===== config.mk =====
export PLATFORM = sky130hd
export DESIGN_NAME = program_loader
export DESIGN_NICKNAME = d
export VERILOG_FILES = /design/src/rtl/program_loader.sv
export SDC_FILE = /design/constraint.sdc
export NUM_CORES = 1
export LEC_CHECK = 0
export CORE_ASPECT_RATIO = 1.4
export CORE_MARGIN = 4
export CORE_UTILIZATION = 55
export DETAILED_ROUTE_END_ITERATION = 6
export PLACE_DENSITY_LB_ADDON = 0.08
export SLEW_MARGIN = 20
export SYNTH_ARGS = -nofsm -noshare
export SYNTH_HDL_FRONTEND = slang
export SYNTH_SLANG_ARGS = --single-unit

===== constraint.sdc =====
create_clock -name clock -period 2.6 [get_ports clock]
set_input_delay 0.65 -clock clock [delete_from_list [all_inputs] [get_ports clock]]
set_output_delay 0.65 -clock clock [all_outputs]
set_load 0.01 [all_outputs]

===== src/rtl/program_loader.sv =====
// program_loader: receives a framed program image over a byte stream and
// writes it into instruction memory, holding the core in reset until a
// frame with a good checksum has been fully loaded.
module program_loader #(
  parameter int          MAX_WORDS    = 4096,
  parameter logic [15:0] BASE_ADDRESS = 16'h0000,
  parameter int          TIMEOUT      = 100000
) (
  input  logic        clock,
  input  logic        reset,
  input  logic [7:0]  rx_data,
  input  logic        rx_valid,
  output logic        mem_write,
  output logic [15:0] mem_address,
  output logic [15:0] mem_data,
  output logic        cpu_reset,
  output logic        done,
  output logic        error
);

  localparam logic [7:0]  HEADER = 8'hA5;
  localparam logic [16:0] MAXW   = 17'(MAX_WORDS);
  localparam int          TW     = (TIMEOUT > 1) ? $clog2(TIMEOUT) : 1;
  localparam logic [TW-1:0] TLAST = TW'(TIMEOUT - 1);

  typedef enum logic [2:0] {
    S_IDLE, S_LEN_HI, S_LEN_LO, S_DATA_HI, S_DATA_LO, S_CHECK, S_DONE, S_ERROR
  } state_t;

  state_t        state;
  logic [7:0]    chk;       // running XOR of length and data bytes
  logic [7:0]    len_hi;
  logic [15:0]   len;
  logic [7:0]    hi;
  logic [15:0]   idx;       // index of the next word to be written
  logic [TW-1:0] tcnt;      // idle cycles since the last byte in a frame

  logic hdr;
  assign hdr = rx_valid && (rx_data == HEADER);

  // Frame FSM with registered memory-write and status outputs.
  always_ff @(posedge clock or negedge reset) begin
    if (!reset) begin
      state       <= S_IDLE;
      chk         <= '0;
      len_hi      <= '0;
      len         <= '0;
      hi          <= '0;
      idx         <= '0;
      tcnt        <= '0;
      mem_write   <= 1'b0;
      mem_address <= BASE_ADDRESS;
      mem_data    <= '0;
      cpu_reset   <= 1'b1;
      done        <= 1'b0;
      error       <= 1'b0;
    end else begin
      mem_write <= 1'b0;
      case (state)
        // Only a header byte starts a frame; done/error/cpu_reset are
        // brought back to the loading condition on every (re)start.
        S_IDLE, S_DONE, S_ERROR: begin
          if (hdr) begin
            state     <= S_LEN_HI;
            chk       <= '0;
            idx       <= '0;
            tcnt      <= '0;
            done      <= 1'b0;
            error     <= 1'b0;
            cpu_reset <= 1'b1;
          end
        end
        // Inside a frame every byte (0xA5 included) is payload.
        default: begin
          if (rx_valid) begin
            tcnt <= '0;
            case (state)
              S_LEN_HI: begin
                len_hi <= rx_data;
                chk    <= chk ^ rx_data;
                state  <= S_LEN_LO;
              end
              S_LEN_LO: begin
                len <= {len_hi, rx_data};
                chk <= chk ^ rx_data;
                if ({1'b0, len_hi, rx_data} > MAXW) begin
                  state <= S_ERROR;
                  error <= 1'b1;
                end else if ({len_hi, rx_data} == 16'd0) begin
                  state <= S_CHECK;
                end else begin
                  state <= S_DATA_HI;
                end
              end
              S_DATA_HI: begin
                hi    <= rx_data;
                chk   <= chk ^ rx_data;
                state <= S_DATA_LO;
              end
              S_DATA_LO: begin
                chk         <= chk ^ rx_data;
                mem_write   <= 1'b1;
                mem_address <= BASE_ADDRESS + idx;
                mem_data    <= {hi, rx_data};
                idx         <= idx + 16'd1;
                state       <= (idx == len - 16'd1) ? S_CHECK : S_DATA_HI;
              end
              S_CHECK: begin
                if (rx_data == chk) begin
                  state     <= S_DONE;
                  done      <= 1'b1;
                  cpu_reset <= 1'b0;
                end else begin
                  state <= S_ERROR;
                  error <= 1'b1;
                end
              end
              default: state <= S_IDLE;
            endcase
          end else if (tcnt == TLAST) begin
            // Sender went quiet mid-frame: abandon the frame.
            state <= S_ERROR;
            error <= 1'b1;
          end else begin
            tcnt <= tcnt + 1'b1;
          end
        end
      endcase
    end
  end

endmodule


==> flow_summary.yaml <==
run_status:
  status: "finished, final reports clean"
route:
  first_pass_iters: 4
  highest_layer: "met4"
  ant_nets: 0
  viasPerCell: 5.70
  via_count: 4247
  m1WireLength_um: 5190
  wl_um: 12200
  wl_met3_um: 492
  route.detailed.drc: 0
  drtIter0Drc: 162
  met2WireLength_um: 6200
  wl_per_cell_um: 16.3
critical_path:
  slowest_delay_ns: 0.46
  cp_data_arrival_time_ns: 2.69
  critPathMaxFanout: 7
  worstSetupPathType: "in -> reg"
  path_cells: "clkdlybuf4s50_1 -> nor4_4 -> buf_4 -> o2111a_2 -> o21a_1 -> nand4_1 -> buf_4 -> buf_4 -> xnor2_1 -> nor2_1"
  crit_start: "rx_data[4]"
  endpoint_kind: "register"
  crit_family: "buffers and inverters"
  cp_common_cell: "buf_4"
  crit_end: "idx[7]"
  cp.required_ns: 2.84
  r2r_end: "state[1]"
  reg2reg_depth: 7
  startpoint_type: "input pin"
  critPathBufInv: 4
  cp.depth: 10
  cp_slowest_cell: "clkdlybuf4s50_1"
  r2r_start: "len[7]"
  ff2ff_setup_slack_ns: 0.22
clocking:
  cts_max_level: 3
  cts_sinks: 112
  root_buffer: "clkbuf_16"
  clk_pin_slew_ns: 0.08
  clk_latency_ns: 0.36
  clk_path_buf_depth: 2
  numCtsBuffers: 9
  cts_tree: "yes"
grt:
  first_global_vias: 4307
  grtUsageTotal_pct: 22.4
  grt_antenna_before_repair: 0
  grt_max_degree: 50
  grt_overflow: 0
  grt_first_pass_wirelength_um: 21200
logic_synthesis:
  yosysSeqAreaShare_pct: 49.9
  synth_top_cell_area_share_pct: 49.4
  synth_fp_nets: 550
  synth_top_cells_by_area: "dfrtp_1 (49%), mux2_2 (12%), o21ai_0 (4.2%), xnor2_1 (3.7%), xor2_1 (2.8%)"
  syn_area_um2: 5620
  synth_area_per_cell_um2: 10.5
  synth-seq-cells: 112
  yosysTopAreaCell: "dfrtp_1"
  synthMuxAreaShare_pct: 12.6
  syn_inst: 536
  synth_compound_area_share_pct: 9.57
  synth_top_flop_cell: "dfrtp_1"
  synth_top_family_by_area: "simple AND/OR/NAND/NOR gates"
  synthArstFlopShare_pct: 100
  synth_edf_count: 0
  synth_xor_area_share_pct: 6.55
  yosysMostFrequentCell: "dfrtp_1"
  netlist_top_cells_count: "dfrtp_1 (111), mux2_2 (62), o21ai_0 (47), nand2_1 (35), nor2_1 (29)"
  synth-simple-area-share_pct: 16.6
  yosysWarnings: 0
  ys_types: 49
  synth_fa_ha_area_share_pct: 0.668
power_and_ir_drop:
  power_frac_seq_pct: 42.0
  combPwrFrac_pct: 36.3
  p_leak_nw: 2.86
  p_switching_mw: 2.23
  swShare_pct: 34.5
  internal-power_mw: 4.24
  clockPowerShare_pct: 21.6
  powerDensity_nw_per_um2: 952
  ir_drop_mv: 0.613
layout:
  area_growth_pct: 20.9
  fillers: 781
  post-route-util_pct: 68.3
  stdcell_area_um2: 6790
  layout.nets: 619
  layout-drive-gt1-share_pct: 23.0
  n_antenna_cell: 0
die:
  rows: 43
  initial_core_util_pct: 56.5
  ioPinCount: 47
  die_h_um: 128
  coreArea_um2: 9950
  dieArea_um2: 11900
  dieWidth_um: 93.4
sta:
  timing.final.crit_period_ns: 2.45
  fin_crit_sh_pct: 94.3
  finalHoldViolations: 0
  fin_skew_ns: 0.00915
  tightest_slew_ns: 0.550
  max_freq_mhz: 408
  rsz0062_at_grt: "false"
  slew_headroom_pct: 63.4
  setup_viol: 0
  slew_violations: 0
placed_design:
  place_congestion: 0.853
  io_buffers: 46
  hpwl_um: 8940
  placedInstanceArea_um2: 6430
worst_hold_path:
  hp-class: "in -> async"
run:
  maxCapViolCount: 0
## worst register-to-register path, stage by stage, from the launching register on
cell and delay [ns]:
dfrtp_1 0.45, or4_1 0.63, nor4_1 0.39, xnor2_1 0.16
a32oi_1 0.12, a211oi_2 0.26, and3_1 0.19, o22ai_1 0.06
## cell type report
type | instances | area, um2 | area share (%)
clock buffers | 10 | 239 | 3.52
clock inverters | 6 | 72.6 | 1.07
inverters | 18 | 67.6 | 0.994
multi-input cells | 376 | 2640 | 38.8
flip-flops and latches | 112 | 2800 | 41.3
well taps | 135 | 169 | 2.49
repair buffers | 88 | 803 | 11.8
## per-stage QoR
step / setup TNS [ns] / hold slack (ns) / cells / worst slack, ns / total power [mW]
floorplan: 0 / 0.354 / 536 / 0.166 / 4.22
global placement: -9.42 / 0.481 / 728 / -0.429 / 4.96
detailed placement: -10.56 / 0.495 / 728 / -0.467 / 5.08
CTS: 0 / 0.296 / 745 / 0.0353 / 6.51
global route: 0 / 0.322 / 745 / 0.00663 / 6.91
finish: 0 / 0.286 / 745 / 0.148 / 6.47
## repair_timing
item | CTS | global route
gates resized for setup | 3 | 7
setup endpoints to repair | 11 | 12
hold buffers | 0 | 0
hold endpoints to repair | 0 | 0
pin swaps | 0 | 5
buffers inserted | 1 | 0
## cell usage in the layout, fill, tap and decap left out, types with 14 or more instances in the layout
| cell | count |
|---|---|
| dfrtp_1 | 111 |
| mux2_2 | 62 |
| o21ai_0 | 47 |
| clkdlybuf4s50_1 | 43 |
| buf_4 | 41 |
| nand2_1 | 35 |
| nor2_1 | 28 |
| xnor2_1 | 24 |
| a21oi_1 | 22 |
| inv_1 | 18 |
| xor2_1 | 18 |
| or3_1 | 17 |
| nand2b_1 | 14 |
| nand3_1 | 14 |
## registers in the layout, indices dropped and copies added, names as in the netlist, 3 cells and up
signal	cells
mem_address	16
hi	8
len_hi	8
idx	16
len	16
state	3
mem_data	16
chk	8
tcnt	17
## cells by family (layout without fill, tap and decap cells)
family | after synthesis | after routing
flops | 112 | 112
compound gates | 94 | 94
buf+inv | 48 | 122
simple gates | 174 | 174
xor+xnor | 42 | 42
fa+ha+maj | 3 | 3
mux | 63 | 63
## power groups by stage
stage,Clock (mW),Sequential [mW],Combinational [mW]
finish,1.40,2.72,2.35
global route,1.51,2.80,2.61
CTS,1.43,2.72,2.36
detailed placement,0,2.74,2.34
global placement,0,2.71,2.25
floorplan,0,2.69,1.53
## worst min path at each step
stage	slack, ns	depth (start not counted)	from	endpoint
finish	0.29	1	reset	tcnt[12]
global route	0.32	1	reset	mem_address[7]
CTS	0.30	1	reset	tcnt[9]
detailed placement	0.49	1	mem_address[7]	mem_address[7]
global placement	0.48	2	chk[6]	chk[6]
floorplan	0.35	0	reset	chk[0]
## layer usage
layer / up-vias / track usage [%]
li1: 2036 / -
met1: 2095 / 28.7
met2: 93 / 37.6
met3: 23 / 4.18
met4: 0 / 8.71
met5: - / 0
(Power assumes the default switching activity.)
